`src/rtl/hada_prim_sched_if.sv`:
```
// Request/response bundle between the requesters and the shared primitive unit.
interface hada_prim_sched_if #(
  parameter int NREQ = 4,
  parameter int IDW  = $clog2(NREQ)
);
  logic [NREQ-1:0]        req_valid;
  logic [NREQ-1:0]        req_ready;
  logic [NREQ-1:0][1:0]   req_op;
  logic [NREQ-1:0][1:0]   req_width;
  logic [NREQ-1:0]        req_signed;
  logic [NREQ-1:0][63:0]  req_a;
  logic                   rsp_valid;
  logic                   rsp_ready;
  logic [IDW-1:0]         rsp_id;
  logic [63:0]            rsp_data;
  logic                   rsp_err;

  modport master (
    output req_valid, req_op, req_width, req_signed, req_a, rsp_ready,
    input  req_ready, rsp_valid, rsp_id, rsp_data, rsp_err
  );

  modport slave (
    input  req_valid, req_op, req_width, req_signed, req_a, rsp_ready,
    output req_ready, rsp_valid, rsp_id, rsp_data, rsp_err
  );
endinterface

```
`src/rtl/hada_prim_sched.sv`:
```
// Round-robin front end for one shared abs/signum/extend unit.
// IDLE grants combinationally, BUSY computes into the result register,
// HOLD presents the result until the consumer takes it.
module hada_prim_sched #(
  parameter int NREQ = 4,
  parameter int IDW  = $clog2(NREQ)
) (
  input  logic              clk,
  input  logic              rst_n,
  hada_prim_sched_if.slave  bus
);
  typedef enum logic [1:0] {IDLE, BUSY, HOLD} state_t;
  typedef enum logic [1:0] {OP_ABS, OP_SGN, OP_EXT, OP_RSV} op_t;

  typedef struct packed {
    logic [1:0]     op;
    logic [1:0]     width;
    logic           sgn;
    logic [63:0]    a;
    logic [IDW-1:0] id;
  } req_t;

  state_t         state;
  logic [IDW-1:0] rr_ptr;
  logic [IDW-1:0] grant;
  logic           found;
  req_t           cap;

  // Truncate to the selected width, then sign- or zero-extend back to 64.
  function automatic logic [63:0] ext(input logic [63:0] v, input logic [1:0] w,
                                      input logic s);
    case (w)
      2'd0:    ext = {{56{s & v[7]}},  v[7:0]};
      2'd1:    ext = {{48{s & v[15]}}, v[15:0]};
      2'd2:    ext = {{32{s & v[31]}}, v[31:0]};
      default: ext = v;
    endcase
  endfunction

  // Returns {err, data}. Raw results are re-extended so that abs of the
  // most-negative value wraps back to itself at width w.
  function automatic logic [64:0] prim(input req_t r);
    logic [63:0] x;
    logic [63:0] raw;
    logic        neg;
    logic        err;
    x   = ext(r.a, r.width, r.sgn);
    neg = r.sgn & x[63];
    raw = '0;
    err = 1'b0;
    case (op_t'(r.op))
      OP_ABS:  raw = neg ? (64'd0 - x) : x;
      OP_SGN:  raw = neg ? '1 : {63'd0, (x != 64'd0)};
      OP_EXT:  raw = x;
      default: err = 1'b1;
    endcase
    prim = {err, ext(raw, r.width, r.sgn)};
  endfunction

  // First asserted request at or after rr_ptr, searching upward with wrap.
  always_comb begin
    found = 1'b0;
    grant = '0;
    for (int i = 0; i < NREQ; i++) begin
      if (!found && bus.req_valid[(int'(rr_ptr) + i) % NREQ]) begin
        found = 1'b1;
        grant = IDW'((int'(rr_ptr) + i) % NREQ);
      end
    end
  end

  assign bus.req_ready = (rst_n && state == IDLE && found) ? (NREQ'(1) << grant) : '0;

  // Control FSM with registered response outputs.
  always_ff @(posedge clk) begin
    if (!rst_n) begin
      state         <= IDLE;
      rr_ptr        <= '0;
      cap           <= '0;
      bus.rsp_valid <= 1'b0;
      bus.rsp_id    <= '0;
      bus.rsp_data  <= '0;
      bus.rsp_err   <= 1'b0;
    end else begin
      case (state)
        IDLE: if (found) begin
          cap.op    <= bus.req_op[grant];
          cap.width <= bus.req_width[grant];
          cap.sgn   <= bus.req_signed[grant];
          cap.a     <= bus.req_a[grant];
          cap.id    <= grant;
          rr_ptr    <= (grant == IDW'(NREQ - 1)) ? '0 : grant + IDW'(1);
          state     <= BUSY;
        end
        BUSY: begin
          {bus.rsp_err, bus.rsp_data} <= prim(cap);
          bus.rsp_id    <= cap.id;
          bus.rsp_valid <= 1'b1;
          state         <= HOLD;
        end
        HOLD: if (bus.rsp_ready) begin
          bus.rsp_valid <= 1'b0;
          state         <= IDLE;
        end
        default: state <= IDLE;
      endcase
    end
  end
endmodule
```
`src/flat_wrapper.sv`:
```
// flat-port wrapper written by rule: the top's interface ports become plain ports
module hada_prim_sched_flat 
#(
  parameter int NREQ = 4,
  parameter int IDW  = $clog2(NREQ)
)
  (clk, rst_n, bus_req_valid, bus_req_op, bus_req_width, bus_req_signed, bus_req_a, bus_rsp_ready, bus_req_ready, bus_rsp_valid, bus_rsp_id, bus_rsp_data, bus_rsp_err);
  hada_prim_sched_if #(.NREQ(NREQ), .IDW(IDW)) bus_i ();
  input  logic clk;
  input  logic rst_n;
  input wire logic [$bits(bus_i.req_valid)-1:0] bus_req_valid;
  input wire logic [$bits(bus_i.req_op)-1:0] bus_req_op;
  input wire logic [$bits(bus_i.req_width)-1:0] bus_req_width;
  input wire logic [$bits(bus_i.req_signed)-1:0] bus_req_signed;
  input wire logic [$bits(bus_i.req_a)-1:0] bus_req_a;
  input wire logic [$bits(bus_i.rsp_ready)-1:0] bus_rsp_ready;
  output wire logic [$bits(bus_i.req_ready)-1:0] bus_req_ready;
  output wire logic [$bits(bus_i.rsp_valid)-1:0] bus_rsp_valid;
  output wire logic [$bits(bus_i.rsp_id)-1:0] bus_rsp_id;
  output wire logic [$bits(bus_i.rsp_data)-1:0] bus_rsp_data;
  output wire logic [$bits(bus_i.rsp_err)-1:0] bus_rsp_err;
  assign bus_i.req_valid = bus_req_valid;
  assign bus_i.req_op = bus_req_op;
  assign bus_i.req_width = bus_req_width;
  assign bus_i.req_signed = bus_req_signed;
  assign bus_i.req_a = bus_req_a;
  assign bus_i.rsp_ready = bus_rsp_ready;
  assign bus_req_ready = bus_i.req_ready;
  assign bus_rsp_valid = bus_i.rsp_valid;
  assign bus_rsp_id = bus_i.rsp_id;
  assign bus_rsp_data = bus_i.rsp_data;
  assign bus_rsp_err = bus_i.rsp_err;
  hada_prim_sched #(.NREQ(NREQ), .IDW(IDW)) u_core (.clk(clk), .rst_n(rst_n), .bus(bus_i));
endmodule
```
`config.mk`:
```
export PLATFORM = sky130hd
export DESIGN_NAME = hada_prim_sched_flat
export DESIGN_NICKNAME = d
export VERILOG_FILES = /design/src/rtl/hada_prim_sched_if.sv /design/src/rtl/hada_prim_sched.sv /design/src/flat_wrapper.sv
export SDC_FILE = /design/constraint.sdc
export NUM_CORES = 1
export LEC_CHECK = 0
export ABC_AREA = 1
export BUFFER_PORTS_ARGS = -buffer_cell sky130_fd_sc_hd__buf_2
export CAP_MARGIN = 20
export CORE_MARGIN = 3
export CORE_UTILIZATION = 45
export DETAILED_ROUTE_END_ITERATION = 7
export MAX_ROUTING_LAYER = met4
export PLACE_DENSITY = 0.71
export SLEW_MARGIN = 40
export SYNTH_ARGS = -nofsm -noshare
export SYNTH_HDL_FRONTEND = slang
export SYNTH_SLANG_ARGS = --single-unit
```
`constraint.sdc`:
```
create_clock -name clk -period 5.62 [get_ports clk]
set_input_delay 1.124 -clock clk [delete_from_list [all_inputs] [get_ports clk]]
set_output_delay 1.124 -clock clk [all_outputs]
set_load 0.05 [all_outputs]
```
# Word level (Yosys, flattened, before mapping)
# Cells that the tools add are included.
# totals
register_bits	143
wordCells	105
# op_classes
shift	1
addsub	5
order_cmp	5
eq_ne	9
reduce_logical	20
bitwise_logic	10
n_mux	44
# ops
cell	n
one-hot mux 64 bit (3 select lines)	3
two-way mux 64 bit	7
binary-select mux 64 bit (select 2 bit)	1
nonzero test 64 bit	1
subtractor 1 x 64 -> 64 bit, first input constant	1
two-way mux 2 bit	9
two-way mux 1 bit	14
less-than comparator 3 x 4 -> 1 bit, second input constant	3
binary-select mux 1 bit (select 2 bit)	5
binary-select mux 2 bit (select 2 bit)	2
equality test 2 bit, second input constant	4
bitwise AND 1 bit	7
equality test 2 x 1 -> 1 bit, second input constant	3
logical NOT 2 bit	3
less-than comparator 2 x 3 -> 1 bit, second input constant	2
one-hot mux 2 bit (3 select lines)	1
AND reduction 2 bit	3
OR reduction 2 bit	3
logical AND 1 bit	5
adder 2 x 1 -> 2 bit, second input constant	2
adder 2 bit, second input constant	2
two-way mux 4 bit	1
left shift 1 x 2 -> 4 bit, first input constant	1
bitwise AND 1 bit, first input constant	3
other kinds (6)	8

# Depth between registers and ports, before layout
# Gate-level depths: netlist of the first run.
# logic_depth
word_depth	16
ltp_mapped	22
mapped_depth_nobuf	21

# Worst setup path before layout of the first run
# Ideal clock, no wire load.
# synth_timing
path_type	input-to-output
from	input port bus_req_valid[3]
to	output port bus_req_ready[3]
path_stages	13
t_arrival_ns	3.223
slack_ns	1.273
required_time_ns	4.496
n_path_buf	2
cell_sequence	inv_1 o21ai_0 nand2_1 o21a_1 a21oi_1 or2_1 nand3_2 inv_2 buf_4 buf_2 ha_1 inv_1 nor2_1
# synth_via
elab_chain_len	14
word_cells_on_any_way	28
cone_classes	1 x shift; 20 x mux; 7 x reduce/logical
# synth_lines
element	line	text
start, declared	flat_wrapper.sv:11	input wire logic [$bits(bus_i.req_valid)-1:0] bus_req_valid;
binary-select mux 1 bit (select 2 bit)	hada_prim_sched.sv:65	if (!found && bus.req_valid[(int'(rr_ptr) + i) % NREQ]) begin
two-way mux 1 bit (implied by the code)	hada_prim_sched.sv:65	
two-way mux 1 bit	hada_prim_sched.sv:65	
logical NOT 1 bit	hada_prim_sched.sv:65	
logical AND 1 bit	hada_prim_sched.sv:65	
two-way mux 1 bit	hada_prim_sched.sv:65	
logical NOT 1 bit	hada_prim_sched.sv:65	
logical AND 1 bit	hada_prim_sched.sv:65	
two-way mux 1 bit	hada_prim_sched.sv:65	
logical NOT 1 bit	hada_prim_sched.sv:65	
logical AND 1 bit	hada_prim_sched.sv:65	
two-way mux 2 bit *	hada_prim_sched.sv:65	
named net u_core.grant[0]	hada_prim_sched.sv:25	logic [IDW-1:0] grant;
left shift 1 x 2 -> 4 bit *	hada_prim_sched.sv:72	assign bus.req_ready = (rst_n && state == IDLE && found) ? (NREQ'(1) << grant) : '0;
two-way mux 4 bit *	hada_prim_sched.sv:72	
end, declared	flat_wrapper.sv:17	output wire logic [$bits(bus_i.req_ready)-1:0] bus_req_ready;
# Mark *: on every way through the listed nets, which the timed path passes. The rest lies on a longest branch. The select of a mux whose other input is x is not followed.

# Final worst setup path of the first run
# layout_timing
from	input port bus_req_valid[3]
to	output port bus_req_ready[3]
# layout_via
elab_chain_len	14
word_cells_on_any_way	28
cone_classes	1 x shift; 20 x mux; 7 x reduce/logical
# layout_lines
element	line
binary-select mux 1 bit (select 2 bit)	hada_prim_sched.sv:65
two-way mux 1 bit (implied by the code)	hada_prim_sched.sv:65
two-way mux 1 bit	hada_prim_sched.sv:65
logical NOT 1 bit	hada_prim_sched.sv:65
logical AND 1 bit	hada_prim_sched.sv:65
two-way mux 1 bit	hada_prim_sched.sv:65
logical NOT 1 bit	hada_prim_sched.sv:65
logical AND 1 bit	hada_prim_sched.sv:65
two-way mux 1 bit	hada_prim_sched.sv:65
logical NOT 1 bit	hada_prim_sched.sv:65
logical AND 1 bit	hada_prim_sched.sv:65
two-way mux 2 bit / two-way mux 1 bit (equally long branches)	hada_prim_sched.sv:65
left shift 1 x 2 -> 4 bit / logical AND 1 bit (equally long branches)	hada_prim_sched.sv:72
two-way mux 4 bit *	hada_prim_sched.sv:72
# Every way passes the cells marked *; elsewhere a longest branch is shown, timed or not. The select of a mux whose other input is x is not followed.

==> flow_summary.yaml, run 1 <==
hold_path:
  min_to: "u_core.bus.rsp_data[4]"
  hp-start: "u_core.bus.rsp_data[4]"
  hold_path_class: "flop to flop"
  hold_path_depth: 2
detailed_routing:
  drt-pass1-iter-count: 6
  wl_met1_mm: 21.2
  highest_layer: "met4"
  vias: 14200
  drt_iter0_drc: 1360
  viasPerCell: 5.45
  totalWireLength_mm: 47.5
  wl_per_cell_um: 18.2
  drc: 0
  wl_met3_mm: 4.18
  ant_nets: 0
  dr_wl_met2_mm: 20.8
timing:
  slew-limit-headroom_pct: 45.7
  period_share_pct: 78.8
  setup_violations: 0
  worst_slew_pin_slew_ps: 812
  rsz0062_at_grt: "no"
  fmax_mhz: 226
  fin_tns_setup_ps: 0
  maxSlewViolCount: 0
  period_needed_ps: 4430
  fin_worst_skew_ps: 14.0
  hold_viol: 0
layout:
  final_area_um2: 13900
  drive_gt1_share_pct: 19.7
  area_growth_pct: 21.4
  mostFrequentLayoutCells: "nand2_1 (538), buf_2 (354), nor2_1 (269), o21ai_0 (257), inv_1 (196)"
  fin_nets: 2548
  final_common_cell: "nand2_1"
pwr:
  p_leak_uw: 0.00754
  powerDensity_nw_per_um2: 583
  ir_worst_vdd_mv: 0.528
yosys:
  yosys_warnings: 0
  syn_avg_cell_area_um2: 5.76
  netlist_instances: 1985
  synth_fp_nets: 2273
  synth_cell_type_count: 45
  async_flop_share_pct: 0
  synth_ff_type: "dfxtp_1"
  synth_seq_cells: 143
  synth_edf_count: 0
  yosysSeqAreaShare_pct: 25.0
  synth_area_um2: 11400
clock_network:
  clock_path_buffers: 2
  htree_levels: 4
  tritoncts: "built"
  postCtsSetupRepairBufs: 0
  cts.sinks: 143
  clk_pin_slew_worst_paths_ps: 60
  postCtsHoldBufs: 0
  cts-buffers-inserted: 17
  clk_latency_ps: 430
  cts_resized: 0
  cts_root_buf: "clkbuf_16"
placement:
  dpl_cell_area_um2: 13200
  portBuffers: 354
  post-dp-hpwl_mm: 36.8
  place_congestion: 0.993
floorplanning:
  num_io_pins: 355
  rows: 57
  die_height_um: 165
  die_w_um: 165
  core_um2: 24700
  initial_core_util_pct: 46.3
  die_area_um2: 27400
critical_path:
  required_ps: 4500
  path_class: "input pin to primary output"
  crit_fanout: 47
  end_kind: "primary output"
  startpoint_type: "input pin"
  rr_worst_depth: 16
  r2r_start: "u_core.cap[68]"
  crit_arrival_ps: 3300
  ff2ff_setup_slack_ps: 1260
  regToRegEndpoint: "u_core.bus.rsp_data[39]"
outcome:
  status: "completed"
grt:
  grt_usage_pct: 34.8
  grt_max_degree: 78
  grt_pass1_vias: 12900
  antenna_found_initial: 9
  overflow: 0
  grt_pass1_wl_mm: 72.2
flow_run:
  drv_cap: 0
## logic make-up after synthesis
logic type | synth area share, %
and+or+nand+nor | 36.3
AOI/OAI and AO/OA | 21.9
buffers and inverters | 11.6
DFF | 25.0
muxes | 4.11
xor gates and xnor gates | 0.536
adders and majority gates | 0.547
## layout make-up
class | instances | area (µm²)
inverters | 206 | 777
fillers | 2716 | 10800
clock inverters | 12 | 160
well taps | 324 | 405
clock buffers | 20 | 447
flip-flops and latches | 143 | 2860
repair buffers | 376 | 1940
multi-input cells | 1516 | 7270
diodes | 9 | 22.5
## worst max-delay path by stage
stage,startpoint,depth (start not counted),end
CTS,bus_req_valid[3],13,bus_req_ready[3]
floorplan,bus_req_valid[3],13,bus_req_ready[3]
detailed placement,bus_req_valid[3],13,bus_req_ready[3]
finish,bus_req_valid[3],13,bus_req_ready[3]
global placement,bus_req_valid[3],13,bus_req_ready[3]
global route,u_core.cap[68],16,u_core.bus.rsp_data[43]
## registers in the layout, summed over array words and instances, names as in the netlist
name                  flops
u_core.bus.rsp_data      64
u_core.bus.rsp_err        1
u_core.bus.rsp_id         2
u_core.bus.rsp_valid      1
u_core.cap               71
u_core.rr_ptr             2
u_core.state              2
## power by group
| group | internal, µW | leakage [µW] | switching (µW) |
|---|---|---|---|
| sequential | 1340 | 0.00118 | 221 |
| combinational | 1530 | 0.00608 | 3810 |
| clock | 714 | 0.000283 | 482 |
## synth_stat cells (3+ instances only)
| master | n | share of area [%] |
|---|---|---|
| o221ai_1 | 6 | 0.46 |
| buf_6 | 3 | 0.30 |
| o21ai_0 | 259 | 11 |
| nor2_2 | 5 | 0.27 |
| o211ai_1 | 33 | 2.2 |
| o31ai_1 | 3 | 0.20 |
| xor2_1 | 5 | 0.38 |
| nand3b_1 | 7 | 0.46 |
| inv_2 | 10 | 0.33 |
| o22ai_1 | 16 | 0.88 |
| clkbuf_1 | 61 | 2.0 |
| nand2_2 | 6 | 0.33 |
| dfxtp_1 | 143 | 25 |
| nand3_2 | 5 | 0.44 |
| nand2_1 | 540 | 18 |
| a21oi_1 | 91 | 4.0 |
| buf_4 | 12 | 0.79 |
| nor3_1 | 6 | 0.26 |
| buf_2 | 30 | 1.3 |
| mux2i_1 | 47 | 4.1 |
| nor2_1 | 271 | 8.9 |
| nand4_1 | 29 | 1.6 |
| ha_1 | 5 | 0.55 |
| o21ai_1 | 10 | 0.44 |
| nand3_1 | 125 | 5.5 |
| buf_1 | 12 | 0.39 |
| a21boi_0 | 23 | 1.5 |
| nor2_4 | 3 | 0.30 |
| inv_1 | 196 | 6.4 |
## metrics by stage
step / utilization (%) / power (µW) / setup WS, ps / std cells / hold slack [ps]
finish: 56.3 / 8100 / 1190 / 2606 / 464
detailed placement: 53.7 / 6820 / 1200 / 2565 / 456
global route: 56.3 / 8760 / 912 / 2606 / 485
global placement: 53.6 / 6750 / 1270 / 2565 / 452
CTS: 56.2 / 8020 / 1200 / 2597 / 466
floorplan: - / 5450 / 1270 / 1985 / 472
## layer usage
layer | GRT usage, % | vias to the layer above
met3 | 5.46 | 67
met2 | 51.3 | 684
met5 | - | -
met1 | 48.5 | 6425
met4 | 11.7 | 0
li1 | - | 7027
## critical path, cell delays in order
cell	delay [ps]
buf_2	80
inv_1	40
o21ai_0	170
nand2_1	100
o21a_1	160
a21oi_1	170
or2_1	160
nand3_4	490
clkinv_2	230
ha_1	170
inv_1	50
nor2_1	90
buf_2	270
Note: power is estimated with default switching activity, not from simulation.
==> inputs of run 2 (changes only) <==
==> constraint.sdc (replaced) <==
create_clock -name clk -period 4.35 [get_ports clk]
set_input_delay 0.87 -clock clk [delete_from_list [all_inputs] [get_ports clk]]
set_output_delay 0.87 -clock clk [all_outputs]
set_load 0.05 [all_outputs]
==> run 2 against run 1 <==
Effect of this change:
- routed wire length up 1.1%
- non-clock buffer count up 10
- critical endpoint unchanged
- setup slack worse by 670 ps
- register-to-register slack worse by 390 ps
- count of clock-buffer cells in the layout up 1
- final area up 0.80%
- final cell count up 0.19%
==> flow_summary.yaml, run 2 (synthesized netlist as in run 1, its figures left out) <==
outcome:
  status: "completed"
clock_network:
  cts.sinks: 143
  clock_path_buffers: 2
  htree_levels: 4
  clk_latency_ps: 440
  cts_root_buf: "clkbuf_16"
  cts-buffers-inserted: 17
  clk_pin_slew_worst_paths_ps: 70
  postCtsHoldBufs: 0
  tritoncts: "built"
  cts_resized: 0
  postCtsSetupRepairBufs: 0
detailed_routing:
  ant_nets: 0
  drt_iter0_drc: 1442
  wl_per_cell_um: 18.4
  drt-pass1-iter-count: 6
  vias: 14200
  viasPerCell: 5.45
  totalWireLength_mm: 48.0
  drc: 0
timing:
  fin_worst_skew_ps: 15.5
  rsz0062_at_grt: "no"
  fin_tns_setup_ps: 0
  maxSlewViolCount: 0
  period_share_pct: 87.9
  hold_viol: 0
  setup_violations: 0
  slew-limit-headroom_pct: 51.1
  setup_ws_ps: 527
  worst_slew_pin_slew_ps: 734
  period_needed_ps: 3820
  fmax_mhz: 262
pwr:
  power_uw: 10600
  p_leak_uw: 0.00762
  ir_worst_vdd_mv: 0.696
  powerDensity_nw_per_um2: 756
floorplanning:
  die_area_um2: 27400
  initial_core_util_pct: 46.3
  core_um2: 24700
  die_height_um: 165
  num_io_pins: 355
  rows: 57
  die_w_um: 165
layout:
  drive_gt1_share_pct: 20.0
  reg_top3: "u_core.cap: 71 flops, u_core.bus.rsp_data: 64 flops"
  fin_util_pct: 56.7
  fillers: 2592
  top_register: "u_core.cap"
  fin_nets: 2558
  largest_reg_flops: 71
  multi_input_area_um2: 7270
  area_growth_pct: 22.4
  mostFrequentLayoutCells: "nand2_1 (539), buf_2 (354), nor2_1 (269), o21ai_0 (257), inv_1 (196)"
  stdcell_count: 2611
  final_common_cell: "nand2_1"
  ff_latch_area_um2: 2860
critical_path:
  cp_top_family: "flip-flops"
  rr_worst_depth: 16
  r2r_start: "u_core.cap[66]"
  required_ps: 3480
  path_cells: "xor2_1 -> o21a_1 -> nand4_1 -> o221ai_1 -> nand2_1 -> inv_1 -> ha_1 -> inv_1 -> nor2_1 -> buf_2"
  critPathSlowestCell: "dfxtp_1"
  regToRegEndpoint: "u_core.bus.rsp_data[28]"
  cp_common_cell: "inv_1"
  crit_fanout: 12
  startpoint_type: "flop"
  end_kind: "primary output"
  slowest_delay_ps: 560
  crit_buf_inv: 3
  crit_arrival_ps: 2950
  path_class: "flop to primary output"
  ff2ff_setup_slack_ps: 870
grt:
  grt_usage_pct: 35.2
  grt_max_degree: 108
  antenna_found_initial: 4
  overflow: 0
  grt_pass1_wl_mm: 72.9
  grt_pass1_vias: 13000
flow_run:
  drv_cap: 0
hold_path:
  hold_path_depth: 2
  min_to: "u_core.bus.rsp_data[1]"
  hold_path_class: "flop to flop"
  hp-start: "u_core.bus.rsp_data[1]"
placement:
  post-dp-hpwl_mm: 37.8
  placedCellCount: 2575
  pre_cts_ws_ps: 679
  place_congestion: 1.03
  portBuffers: 354
==> run 2: how the worst max path moves through the flow <==
| stage | from | end | slack [ps] | cells after the start |
|---|---|---|---|---|
| 2_1_floorplan | bus_req_valid[3] | bus_req_ready[3] | 510 | 13 |
| 3_3_place_gp | bus_req_valid[1] | u_core.cap[56] | 830 | 14 |
| 3_5_place_dp | bus_req_valid[1] | u_core.cap[46] | 680 | 14 |
| 4_1_cts | u_core.rr_ptr[0] | bus_req_ready[2] | 580 | 10 |
| 5_1_grt | u_core.rr_ptr[0] | bus_req_ready[2] | 190 | 10 |
| 6_report | u_core.rr_ptr[0] | bus_req_ready[3] | 530 | 10 |
==> run 2: worst min-delay path: cells and delay by family, from the launching register on <==
| family | cells | cell delay (ps) |
|---|---|---|
| flops | 1 | 310 |
| compound gates | 1 | 50 |
| simple gates | 1 | 60 |
==> run 2: power by group <==
| part | internal, µW | switching (µW) | leakage [µW] |
|---|---|---|---|
| combinational | 2000 | 4920 | 0.00613 |
| clock | 999 | 643 | 0.000305 |
| sequential | 1740 | 286 | 0.00118 |
| total | 4730 | 5850 | 0.00762 |
==> run 2: routing by layer <==
layer	track usage (%)	routed length, µm
met4	9.91	1130
met5	-	0
met1	48.7	21500
met2	54.4	21500
met3	4.02	3930
==> run 2: through the flow <==
stage | cell area [µm²] | hold slack, ps
floorplan | 11400 | 472
global placement | 13300 | 451
detailed placement | 13300 | 460
CTS | 14000 | 470
global route | 14000 | 499
finish | 14000 | 468
==> run 2: final cells by class <==
cell class / instances / area share (%)
Sequential cell: 143 / 20.5
Clock inverter: 11 / 1.28
Multi-Input combinational cell: 1516 / 51.9
Clock buffer: 21 / 3.29
Tap cell: 324 / 2.90
Timing Repair Buffer: 386 / 14.5
Antenna cell: 4 / 0.0715
Inverter: 206 / 5.53
